$ cat src/rtl/wm_block_sched_pkg.sv
// Shared constants and state encoding for the watermark block scheduler.
package wm_pkg;

    localparam int unsigned CTRL_ADDR    = 32'h00;
    localparam int unsigned PRIMARY_SIZE = 32'h02;
    localparam int unsigned WM_SIZE      = 32'h03;
    localparam int unsigned BLOCK_SIZE   = 32'h04;
    localparam int unsigned PIXEL_BASE   = 32'h0A;

    typedef enum logic [2:0] {
        S_IDLE,
        S_CFG,
        S_CHECK,
        S_FETCH,
        S_PRESENT,
        S_CLEAR,
        S_FIN
    } sched_state_e;

endpackage

$ cat src/rtl/wm_block_sched_addr_gen.sv
// Block-scan counters (c, r, bc, br) and the bank address of the current pixel.
// Block counters wrap on >= Np (or on no progress) so a bad geometry still ends.
module wm_addr_gen
    import wm_pkg::*;
#(
    parameter int AW = 21
) (
    input  logic          clk_i,
    input  logic          rst_i,
    input  logic          clear_i,
    input  logic          step_i,
    input  logic          phase_i,
    input  logic [AW-1:0] np_i,
    input  logic [AW-1:0] m_i,
    input  logic [AW-1:0] npsq_i,
    output logic [AW-1:0] addr_o,
    output logic          first_o,
    output logic          last_o,
    output logic          blk_end_o,
    output logic          scan_end_o
);

    localparam logic [AW-1:0] ONE = AW'(1);

    logic [AW-1:0] r_q, c_q, bc_q, br_q;
    logic [AW-1:0] r_inc, c_inc, bc_inc, br_inc;
    logic          r_wrap, c_wrap, bc_wrap, br_wrap;

    always_comb begin
        c_inc   = c_q + ONE;
        r_inc   = r_q + ONE;
        bc_inc  = bc_q + m_i;
        br_inc  = br_q + m_i;
        c_wrap  = c_inc >= m_i;
        r_wrap  = r_inc >= m_i;
        bc_wrap = (bc_inc >= np_i) || (bc_inc <= bc_q);
        br_wrap = (br_inc >= np_i) || (br_inc <= br_q);
    end

    assign first_o    = (r_q == '0) && (c_q == '0);
    assign last_o     = (r_q == m_i - ONE) && (c_q == m_i - ONE);
    assign blk_end_o  = c_wrap && r_wrap;
    assign scan_end_o = phase_i && blk_end_o && bc_wrap && br_wrap;
    assign addr_o     = AW'(PIXEL_BASE) + (phase_i ? npsq_i : '0)
                      + (br_q + r_q) * np_i + bc_q + c_q;

    // Block position only moves after the watermark pass of the block.
    always_ff @(posedge clk_i or posedge rst_i) begin
        if (rst_i) begin
            r_q  <= '0;
            c_q  <= '0;
            bc_q <= '0;
            br_q <= '0;
        end else if (clear_i) begin
            r_q  <= '0;
            c_q  <= '0;
            bc_q <= '0;
            br_q <= '0;
        end else if (step_i) begin
            c_q <= c_wrap ? '0 : c_inc;
            if (c_wrap) begin
                r_q <= r_wrap ? '0 : r_inc;
                if (r_wrap && phase_i) begin
                    bc_q <= bc_wrap ? '0 : bc_inc;
                    if (bc_wrap)
                        br_q <= br_wrap ? '0 : br_inc;
                end
            end
        end
    end

endmodule

$ cat src/rtl/wm_block_sched.sv
// Block scheduler: reads geometry, streams primary then watermark pixels per MxM block.
// Define WM_SCHED_CFG_CHECK_EN to build the geometry CHECK state and the err flag.
module wm_block_sched
    import wm_pkg::*;
#(
    parameter int Amba_Word       = 16,
    parameter int Amba_Addr_Depth = 20
) (
    input  logic                     clk,
    input  logic                     rst,
    input  logic                     start,
    output logic [Amba_Addr_Depth:0] bank_addr,
    output logic                     bank_we,
    output logic [Amba_Word-1:0]     bank_wdata,
    input  logic [Amba_Word-1:0]     bank_rdata,
    output logic [Amba_Word-1:0]     pix_data,
    output logic                     pix_valid,
    input  logic                     pix_ready,
    output logic                     pix_sel,
    output logic                     blk_first,
    output logic                     blk_last,
    output logic                     busy,
    output logic                     done,
    output logic                     err
);

    localparam int AW = Amba_Addr_Depth + 1;

    sched_state_e   state_q, state_d;
    logic [1:0]     cfg_cnt_q;
    logic [AW-1:0]  np_q, m_q, npsq_q;
    logic           phase_q;
    logic [Amba_Word-1:0] pix_data_q;
    logic           pix_valid_q, pix_sel_q, blk_first_q, blk_last_q;
    logic           bank_we_q, done_q;
    logic           step;
    logic [AW-1:0]  gen_addr;
    logic           gen_first, gen_last, gen_blk_end, gen_scan_end;

`ifdef WM_SCHED_CFG_CHECK_EN
    logic [AW-1:0]  nw_q, rem_q;
    logic           err_q, err_set;
    assign err = err_q;
`else
    assign err = 1'b0;
`endif

    assign step = (state_q == S_PRESENT) && pix_ready;

    wm_addr_gen #(.AW(AW)) u_addr_gen (
        .clk_i      (clk),
        .rst_i      (rst),
        .clear_i    (state_q == S_CFG),
        .step_i     (step),
        .phase_i    (phase_q),
        .np_i       (np_q),
        .m_i        (m_q),
        .npsq_i     (npsq_q),
        .addr_o     (gen_addr),
        .first_o    (gen_first),
        .last_o     (gen_last),
        .blk_end_o  (gen_blk_end),
        .scan_end_o (gen_scan_end)
    );

    always_comb begin
        state_d = state_q;
`ifdef WM_SCHED_CFG_CHECK_EN
        err_set = 1'b0;
`endif
        case (state_q)
            S_IDLE:    if (start) state_d = S_CFG;
`ifdef WM_SCHED_CFG_CHECK_EN
            S_CFG:     if (cfg_cnt_q == 2'd3) state_d = S_CHECK;
            // One subtraction per cycle; the final cycle judges the remainder.
            S_CHECK: begin
                if (m_q == '0 || nw_q != np_q) begin
                    err_set = 1'b1;
                    state_d = S_CLEAR;
                end else if (rem_q < m_q) begin
                    if (rem_q != '0) begin
                        err_set = 1'b1;
                        state_d = S_CLEAR;
                    end else begin
                        state_d = S_FETCH;
                    end
                end
            end
`else
            S_CFG:     if (cfg_cnt_q == 2'd3) state_d = S_FETCH;
`endif
            S_FETCH:   state_d = start ? S_PRESENT : S_IDLE;
            S_PRESENT: if (pix_ready) state_d = gen_scan_end ? S_CLEAR : S_FETCH;
            S_CLEAR:   state_d = err ? S_IDLE : S_FIN;
            S_FIN:     state_d = S_IDLE;
            default:   state_d = S_IDLE;
        endcase
    end

    always_comb begin
        bank_addr = '0;
        if (state_q == S_CFG) begin
            case (cfg_cnt_q)
                2'd0:    bank_addr = AW'(PRIMARY_SIZE);
                2'd1:    bank_addr = AW'(WM_SIZE);
                2'd2:    bank_addr = AW'(BLOCK_SIZE);
                default: bank_addr = AW'(CTRL_ADDR);
            endcase
        end else if (state_q == S_FETCH) begin
            bank_addr = gen_addr;
        end
    end

    always_ff @(posedge clk or posedge rst) begin
        if (rst) begin
            state_q     <= S_IDLE;
            cfg_cnt_q   <= '0;
            np_q        <= '0;
            m_q         <= '0;
            npsq_q      <= '0;
            phase_q     <= 1'b0;
            pix_data_q  <= '0;
            pix_valid_q <= 1'b0;
            pix_sel_q   <= 1'b0;
            blk_first_q <= 1'b0;
            blk_last_q  <= 1'b0;
            bank_we_q   <= 1'b0;
            done_q      <= 1'b0;
        end else begin
            state_q   <= state_d;
            cfg_cnt_q <= (state_q == S_CFG) ? cfg_cnt_q + 2'd1 : 2'd0;
            // Read data lands at the posedge closing the cycle its address was driven.
            if (state_q == S_CFG) begin
                case (cfg_cnt_q)
                    2'd0:    np_q   <= AW'(bank_rdata);
                    2'd2:    m_q    <= AW'(bank_rdata);
                    2'd3:    npsq_q <= np_q * np_q;
                    default: ;
                endcase
            end
            if (state_q == S_CFG)
                phase_q <= 1'b0;
            else if (step && gen_blk_end)
                phase_q <= ~phase_q;
            if (state_q == S_FETCH && start) begin
                pix_valid_q <= 1'b1;
                pix_data_q  <= bank_rdata;
                pix_sel_q   <= phase_q;
                blk_first_q <= gen_first;
                blk_last_q  <= gen_last;
            end else if (step) begin
                pix_valid_q <= 1'b0;
            end
            bank_we_q <= (state_d == S_CLEAR);
            done_q    <= (state_d == S_FIN);
        end
    end

`ifdef WM_SCHED_CFG_CHECK_EN
    always_ff @(posedge clk or posedge rst) begin
        if (rst) begin
            nw_q  <= '0;
            rem_q <= '0;
            err_q <= 1'b0;
        end else begin
            if (state_q == S_CFG && cfg_cnt_q == 2'd1)
                nw_q <= AW'(bank_rdata);
            if (state_q == S_CFG)
                rem_q <= np_q;
            else if (state_q == S_CHECK && rem_q >= m_q)
                rem_q <= rem_q - m_q;
            if (state_q == S_IDLE && start)
                err_q <= 1'b0;
            else if (err_set)
                err_q <= 1'b1;
        end
    end
`endif

    assign bank_we    = bank_we_q;
    assign bank_wdata = '0;
    assign pix_data   = pix_data_q;
    assign pix_valid  = pix_valid_q;
    assign pix_sel    = pix_sel_q;
    assign blk_first  = blk_first_q;
    assign blk_last   = blk_last_q;
    assign busy       = (state_q != S_IDLE);
    assign done       = done_q;

endmodule

$ cat config.mk
export PLATFORM = sky130hd
export DESIGN_NAME = wm_block_sched
export DESIGN_NICKNAME = d
export VERILOG_FILES = /design/src/rtl/wm_block_sched_pkg.sv /design/src/rtl/wm_block_sched_addr_gen.sv /design/src/rtl/wm_block_sched.sv
export SDC_FILE = /design/constraint.sdc
export NUM_CORES = 1
export LEC_CHECK = 0
export BUFFER_PORTS_ARGS = -buffer_cell sky130_fd_sc_hd__clkbuf_2
export CORE_UTILIZATION = 35
export DETAILED_ROUTE_END_ITERATION = 8
export GPL_TIMING_DRIVEN = 0
export SYNTH_ARGS = -nofsm -noshare
export SYNTH_HDL_FRONTEND = slang
export SYNTH_SLANG_ARGS = --single-unit
export TNS_END_PERCENT = 5
$ cat constraint.sdc
create_clock -name clk -period 9.5 [get_ports clk]
set_clock_uncertainty 0.2 [all_clocks]
set_input_delay 0.475 -clock clk [delete_from_list [all_inputs] [get_ports clk]]
set_output_delay 0.475 -clock clk [all_outputs]
set_load 0.01 [all_outputs]
==> results of run 1 <==
==> critical path: cells and delay by family (launching register included) <==
kind	cells	cell delay, ns
AOI/OAI and AO/OA	10	2.32
xor gates and xnor gates	2	0.83
adders and majority gates	9	4.02
buffers and inverters	8	0.55
DFF	1	0.47
and+or+nand+nor	5	0.64
==> final timing paths <==
check	startpoint	endpoint	slack, ns	cells past startpoint
setup / recovery	u_addr_gen.r_q[0]	bank_addr[20]	-0.49	34
setup reg to reg	np_q[7]	npsq_q[19]	1.42	21
hold / removal	start	state_q[0]	0.08	3
min in group asynchronous	rst	u_addr_gen.br_q[8]	0.40	3
hold reg to reg	blk_first	blk_first	0.29	1
max in group asynchronous	rst	u_addr_gen.r_q[5]	7.74	4
==> metrics by stage <==
step / instance area [sq um] / cells / setup TNS, ns
after floorplan: 25500 / 2906 / 0
after global placement: 27000 / 3919 / -0.912
after detailed placement: 27000 / 3920 / -0.942
after CTS: 27900 / 3965 / -0.441
after global routing: 28000 / 3965 / -0.879
final: 28000 / 3966 / -0.487
==> sequential cells by signal (all words and copies together) (netlist names), 16 cells and up <==
name	flops
u_addr_gen.r_q	21
pix_data	16
u_addr_gen.bc_q	21
npsq_q	20
u_addr_gen.c_q	21
m_q	16
u_addr_gen.br_q	21
np_q	16
==> cell usage after synthesis, types with 2 or more instances <==
library cell / number
a2111oi_0: 4
a211o_1: 5
a211oi_1: 7
a21o_1: 30
a21oi_1: 86
a22o_1: 17
a22oi_1: 3
a31o_2: 19
a31oi_1: 12
and2_1: 131
and2_2: 8
and3_1: 22
and4_1: 2
buf_1: 4
buf_4: 17
clkbuf_1: 90
clkinv_1: 4
dfrtp_1: 164
fa_1: 334
ha_1: 277
inv_1: 585
mux2_2: 22
nand2_1: 295
nand2b_1: 27
nand3_1: 33
nand4_1: 47
nor2_1: 136
nor2b_1: 19
nor3_1: 33
nor4_1: 14
o2111ai_1: 6
o211ai_1: 6
o21a_1: 50
o21ai_0: 118
o21bai_1: 34
o221ai_1: 2
o31a_1: 5
o31ai_1: 5
or2_2: 10
or3_1: 13
or4_1: 2
xnor2_1: 125
xnor3_1: 7
xor2_1: 35
==> cell type report <==
type | instances | area, sq um | area share, %
buffer | 111 | 484 | 1.73
clock inverter | 14 | 150 | 0.537
tap | 950 | 1190 | 4.25
multi-input combinational | 2041 | 18900 | 67.7
clock buffer | 18 | 439 | 1.57
timing repair buffer | 78 | 450 | 1.61
antenna | 1 | 2.50 | 0.00894
inverter | 589 | 2220 | 7.93
sequential | 164 | 4120 | 14.7
==> logic make-up (layout without fill, tap and decap cells) <==
logic type               count (synthesis)  in the layout  synth area share (%)
AND/OR/NAND/NOR                        799            799                  15.3
buffers and inverters                  701            810                  10.6
adder cells (fa/ha/maj)                611            611                  39.9
AO/OA/AOI/OAI                          423            423                  10.8
XOR/XNOR                               168            168                  6.20
flip-flops                             164            164                  16.1
multiplexers                            23             23                  1.01
other                                    1             18                0.0148
==> per-layer routing <==
layer,vias to the layer above,global-route usage (%)
li1,9363,-
met1,10200,32.4
met2,759,35.2
met3,132,3.27
met4,0,7.60
met5,-,0
==> timing repair <==
action / 4_1_cts / 5_1_grt
setup endpoints to repair: 3 / 4
buffers inserted: 13 / 0
resized for setup: 42 / 18
endpoints found under the hold margin: 60 / 0
pin swaps: 29 / 10
hold buffers: 1 / 0
==> out/metrics.cfg, run 1 <==
[timing]
finalWorstSetupSlack_ns = -0.487
hold_ws_ns = 0.0828
hold_viol = 0
finalCritPeriodShare_pct = 105
max_slew_margin_pct = 14.9
setup_viol = 1
rsz0062_at_grt = true
clock.fmax_mhz = 100
worst_slew_pin_slew_ns = 1.28
drv_slew = 0
period_needed_ns = 9.99

[route]
wl_met3_mm = 6.27
drt_pre_antenna_iters = 6
top_layer = met4
dr_wl_met2_mm = 36.2
drtIter0Drc = 1850
vias_per_cell = 5.16
ant_nets = 0
vias = 20400
routed_wl_mm = 82.5
routedWlPerCell_um = 20.8
drc = 0
met1_length_mm = 37.0

[global_route]
grt_pass1_vias = 20300
grt_first_pass_wirelength_mm = 125
grt_max_degree = 105
grt-ovfl-total = 0
antenna_found_initial = 2
grt.total_usage_pct = 22.7

[placed_design]
io_buffers = 63
pre_cts_slack_ns = -0.942
hpwlAfterDp_mm = 67.3
place.gp.congestion = 0.989

[floorplan]
die_h_um = 272
core_sq_um = 71700
rows = 98
die_area_sq_um = 73700
dieWidth_um = 272
ioPinCount = 81
initial_core_util_pct = 35.4

[synth]
syn_avg_cell_area_sq_um = 8.80
syn_area_sq_um = 25400
yosysTopAreaCellShare_pct = 26.3
synth_cell_type_count = 69
ys_ff_latch = 164
syn_inst = 2890
synth_top_area_cell = fa_1
yosysWarnings = 0
async_flop_share_pct = 100
ys_seq_area_share_pct = 16.1
synth_edf_count = 0
synthTopCellsByArea = fa_1 (26%), dfrtp_1 (16%), ha_1 (14%)
ys.flop_type = dfrtp_1

[critical_path]
cp_data_arrival_time_ns = 9.31
cp_slowest_stage_delay_ns = 0.54
worstSetupPathType = register to output port
cp-end-kind = output port
crit_fanout = 11
cpMaxStageDelayCell = fa_1
cp-start-kind = register
critPathRequiredTime_ns = 8.83

[clock_tree]
max-clock-path-buffers = 2
cts_inserted_buffers = 17
root_buffer = clkbuf_16
clock-sinks = 164
htree_levels = 4
cts_tree = yes
clk_pin_slew_worst_paths_ns = 0.08
clk_latency_ns = 0.47

[layout]
drive_gt1_share_pct = 8.13
final_common_cell = inv_1
fill_cells = 7257
area_growth_pct = 10.0
layout_common_cells = inv_1 (583), fa_1 (332), nand2_1 (294), ha_1 (273), dfrtp_1 (155)
finalNetCount = 3633
finish.utilization_pct = 39.0

[hold_path]
hold_path_class = input port to register

[job]
cap_violations = 0

[outcome]
status = complete, but fails checks
failed_checks = negative setup slack

Power of run 1 is not shown: default switching activity piles up to over one toggle a cycle in this logic, so the estimate is an artifact.
==> inputs of run 2 (changes only) <==
CELL_PAD_IN_SITES_DETAIL_PLACEMENT = 0   (was default)
CELL_PAD_IN_SITES_GLOBAL_PLACEMENT = 2   (was default)
PLACE_DENSITY_LB_ADDON = 0.1   (was default)
==> out/metrics.cfg, run 2 (synthesis gave the netlist of run 1 again) <==
[route]
drc = 0  ; unchanged
vias = 20200  ; -1.3%
drt_pre_antenna_iters = 6  ; unchanged
ant_nets = 0  ; unchanged
routedWlPerCell_um = 23.7  ; +14%
vias_per_cell = 5.08  ; -1.5%
drtIter0Drc = 1178  ; -36%
routed_wl_mm = 94.1  ; +14%

[global_route]
gr-usage-met1_pct = 34.0  ; +1.6 points
use_met2_pct = 44.3  ; +9.2 points
grt_first_pass_wirelength_mm = 139  ; +11%
busiest_layer = met2
grt_util_met3_pct = 2.06  ; -1.2 points
antenna_found_initial = 2  ; unchanged
grt-ovfl-total = 0  ; unchanged
grt_max_degree = 95  ; -9.5%
grt_pass1_vias = 21200  ; +4.1%
grt.total_usage_pct = 25.8  ; +3.1 points

[layout]
diodes = 0  ; -1
layout_common_cells = inv_1 (576), fa_1 (327), nand2_1 (293), ha_1 (266), dfrtp_1 (151)
finish.utilization_pct = 39.5  ; +0.49 points
drive_gt1_share_pct = 9.95  ; +1.8 points
fin_cells = 3975  ; +0.23%
final_common_cell = inv_1
area_growth_pct = 11.4
finalNetCount = 3645  ; +0.33%

[floorplan]
ioPinCount = 81  ; unchanged
rows = 98  ; unchanged
initial_core_util_pct = 35.4  ; unchanged
dieWidth_um = 272  ; unchanged
die_h_um = 272  ; unchanged
core_sq_um = 71700  ; unchanged
die_area_sq_um = 73700  ; unchanged

[placed_design]
pre_cts_slack_ns = -1.21  ; -0.269 ns
io_buffers = 63  ; unchanged
dp_cells = 3920  ; unchanged
place.gp.congestion = 0.934  ; -5.6%
hpwlAfterDp_mm = 78.4  ; +16%

[timing]
max_slew_margin_pct = 21.9  ; +7.1 points
clock.fmax_mhz = 104  ; +3.7%
period_needed_ns = 9.63  ; -0.361 ns
hold_viol = 0  ; unchanged
worst_slew_pin_slew_ns = 1.17  ; -0.106 ns
finalCritPeriodShare_pct = 101  ; -3.8 points
finalWorstSetupSlack_ns = -0.126  ; +0.361 ns
drv_slew = 0  ; unchanged
hold_ws_ns = 0.0647  ; -0.0181 ns
setup_viol = 1  ; unchanged
rsz0062_at_grt = true

[critical_path]
cp_slowest_stage_delay_ns = 0.54  ; about the same
crit_start = u_addr_gen.br_q[5]
r2r-start = np_q[7]
cp-start-kind = register
ff2ff_path_depth = 25  ; +19%
cpMaxStageDelayCell = fa_1
worstSetupPathType = register to output port
critPathRequiredTime_ns = 8.83  ; about the same
rrSetupSlack_ns = 1.46  ; +0.04 ns
crit_fanout = 4  ; -7
cp_data_arrival_time_ns = 8.95  ; -0.36 ns
cp-end-kind = output port

[clock_tree]
cts_tree = yes
clock-sinks = 164  ; unchanged
htree_levels = 4  ; unchanged
max-clock-path-buffers = 2  ; unchanged
cts_inserted_buffers = 17  ; unchanged
root_buffer = clkbuf_16
clk_latency_ns = 0.47  ; about the same
clk_pin_slew_worst_paths_ns = 0.07  ; about the same

[hold_path]
hold_path_class = input port to register
hp-start = bank_rdata[1]
whs_path_depth = 3  ; unchanged

[job]
cap_violations = 0  ; unchanged

[outcome]
status = complete, but fails checks
failed_checks = negative setup slack

[run 2: cell count changes in the layout (fill, tap and decap cells not counted), sizes merged]
cell      previous run  this run
clkinvlp             0         4
diode                1         0
inv                595       590
buf                 35        47
clkbuf             171       169
a211o                5         6
bufinv               0         3
clkinv               8         5
[run 2: routing by layer]
metal | vias to the layer above | share of wire (%)
li1 | 9373 | -
met1 | 10300 | 45
met2 | 430 | 48
met3 | 107 | 3.1
met4 | 0 | 3.7
met5 | - | 0
[run 2: cell type report]
cell class | instances | area (sq um)
plain buffers | 111 | 490
clock buffers | 17 | 425
clock inverters | 13 | 175
fillers | 7448 | 43400
inverters | 589 | 2220
multi-input cells | 2042 | 19200
flip-flops and latches | 164 | 4120
well taps | 950 | 1190
repair buffers | 89 | 533
[run 2: final timing paths]
path                                  endpoint
max in group asynchronous   u_addr_gen.bc_q[8]
min in group asynchronous          pix_data[4]
min reg2reg                u_addr_gen.bc_q[18]
min                                     m_q[1]
max reg2reg                         npsq_q[19]
max                              bank_addr[20]
[run 2: worst max-delay path: cells and delay by family (launching register included)]
family	cells	cell delay [ns]
simple gates	3	0.53
flops	1	0.47
fa+ha+maj	7	3.11
xor+xnor	13	2.65
buf+inv	2	0.32
compound gates	7	1.38
[run 2: repair_timing]
action,4_1_cts,5_1_grt
buffers inserted,14,10
endpoints found under the setup margin,6,4
hold endpoints to repair,70,0
pin swaps,30,53
gates cloned,0,1
gates resized for setup,54,66
hold buffers,1,0
[run 2: metrics by stage]
| stage | instance area (sq um) | TNS, ns |
|---|---|---|
| final | 28300 | -0.126 |
| after global routing | 28300 | -0.384 |
| after CTS | 28000 | -0.753 |
| after detailed placement | 27000 | -1.35 |
| after global placement | 27000 | -1.57 |
| after floorplan | 25500 | 0 |
Power of run 2 is left out for the same reason.
==> inputs of run 3 (changes only) <==
SETUP_SLACK_MARGIN = 0.5   (was default)
==> out/metrics.cfg, run 3 (synthesis gave the netlist of run 1 again) <==
[job]
cap_violations = 0  ; unchanged

[critical_path]
cp.buffers_inverters = 3  ; +1
cp-start-kind = register
critPathRequiredTime_ns = 8.83  ; about the same
worstSetupPathType = register to output port
cpMaxStageDelayCell = fa_1
critPathTopFamily = adder cells
cp-end-kind = output port
crit_fanout = 4  ; unchanged
cp_slowest_stage_delay_ns = 0.53  ; about the same
cp_data_arrival_time_ns = 8.93  ; -0.02 ns

[floorplan]
dieWidth_um = 272  ; unchanged
rows = 98  ; unchanged
core_sq_um = 71700  ; unchanged
die_area_sq_um = 73700  ; unchanged
initial_core_util_pct = 35.4  ; unchanged
die_h_um = 272  ; unchanged
ioPinCount = 81  ; unchanged

[route]
vias_per_cell = 5.06  ; -0.40%
ant_nets = 0  ; unchanged
drtIter0Drc = 1094  ; -7.1%
routed_wl_mm = 93.9  ; -0.26%
routedWlPerCell_um = 23.6  ; -0.34%
drt_pre_antenna_iters = 7  ; +1
vias = 20100  ; -0.33%
drc = 0  ; unchanged

[layout]
layout_common_cells = inv_1 (578), fa_1 (328), nand2_1 (294), ha_1 (265), dfrtp_1 (151)
finalNetCount = 3648  ; +0.082%
drive_gt1_share_pct = 10.1  ; +0.16 points
area_growth_pct = 11.8
final_common_cell = inv_1
diodes = 0  ; unchanged

[outcome]
failed_checks = negative setup slack
status = complete, but fails checks

[clock_tree]
cts_inserted_buffers = 17  ; unchanged
htree_levels = 4  ; unchanged
root_buffer = clkbuf_16
clock-sinks = 164  ; unchanged
max-clock-path-buffers = 2  ; unchanged
clk_pin_slew_worst_paths_ns = 0.07  ; about the same
cts_tree = yes
clk_latency_ns = 0.47  ; about the same

[timing]
setup_viol = 1  ; unchanged
clock.fmax_mhz = 104  ; +0.26%
max_slew_margin_pct = 21.8  ; -0.14 points
drv_slew = 0  ; unchanged
worst_slew_pin_slew_ns = 1.17  ; +0.00217 ns
tns_ns = -0.101  ; +0.0246 ns
hold_viol = 0  ; unchanged
finalWorstSetupSlack_ns = -0.101  ; +0.0246 ns
period_needed_ns = 9.60  ; -0.0246 ns
rsz0062_at_grt = true
finalCritPeriodShare_pct = 101  ; -0.26 points

[hold_path]
hold_path_class = input port to register

[global_route]
antenna_found_initial = 2  ; unchanged
grt_max_degree = 95  ; unchanged
grt.total_usage_pct = 25.9  ; about the same
grt_pass1_vias = 21100  ; -0.076%
grt-ovfl-total = 0  ; unchanged
grt_first_pass_wirelength_mm = 139  ; unchanged

[placed_design]
hpwlAfterDp_mm = 78.4  ; unchanged
place.gp.congestion = 0.934  ; unchanged
io_buffers = 63  ; unchanged

==> run 3: cell types whose count changed in the layout (fill, tap and decap cells not counted), sizes merged <==
cell	previous run	this run
clkbuf	169	167
buf	47	53
a211o	6	5
==> run 3: per-stage QoR <==
step	worst slack [ns]	cells	util, %	hold slack (ns)	cell area (sq um)
after floorplan	0.747	2906	-	0.242	25500
after global placement	-1.34	3919	37.6	0.268	27000
after detailed placement	-1.21	3920	37.7	0.271	27000
after CTS	-0.488	3964	39.0	0.0494	27900
after global routing	-0.433	3978	39.6	0.0815	28400
final	-0.101	3978	39.6	0.0630	28400
==> run 3: layout make-up <==
cell class / count / area, sq um
Buffer: 112 / 509
Clock buffer: 17 / 425
Clock inverter: 13 / 175
Fill cell: 7436 / 43300
Inverter: 589 / 2220
Multi-Input combinational cell: 2041 / 19200
Sequential cell: 164 / 4120
Tap cell: 950 / 1190
Timing Repair Buffer: 92 / 557
==> run 3: tightest hold or removal path: cells and delay by family <==
| kind | cells | cell delay (ns) |
|---|---|---|
| AO/OA/AOI/OAI | 1 | 0.07 |
| buffers and inverters | 2 | 0.14 |
==> run 3: path summary, 6_finish.rpt <==
| check | from | endpoint | slack, ns | cells after the start |
|---|---|---|---|---|
| setup / recovery | u_addr_gen.br_q[1] | bank_addr[20] | -0.10 | 34 |
| min in group asynchronous | rst | pix_data[4] | 0.40 | 3 |
| max in group asynchronous | rst | u_addr_gen.bc_q[8] | 7.80 | 4 |
| hold / removal | start | state_q[0] | 0.06 | 3 |
| hold reg to reg | u_addr_gen.bc_q[18] | u_addr_gen.bc_q[18] | 0.29 | 1 |
| setup reg to reg | np_q[7] | npsq_q[19] | 1.46 | 25 |
==> run 3: routing by layer <==
metal	GRT usage (%)	routed length (um)	vias to the layer above
li1	-	-	9384
met1	34.0	42100	10200
met2	44.3	45700	389
met3	2.06	2580	108
met4	9.43	3500	0
met5	0	0	-
==> run 3: what timing repair did <==
| action | 4_1_cts | 5_1_grt |
|---|---|---|
| hold endpoints to repair | 70 | 0 |
| endpoints found under the setup margin | 9 | 7 |
| setup buffers | 13 | 13 |
| hold buffers | 1 | 0 |
| cloned | 0 | 1 |
| pin swaps | 32 | 64 |
| gates resized for setup | 53 | 89 |
Power of run 3 is left out for the same reason.
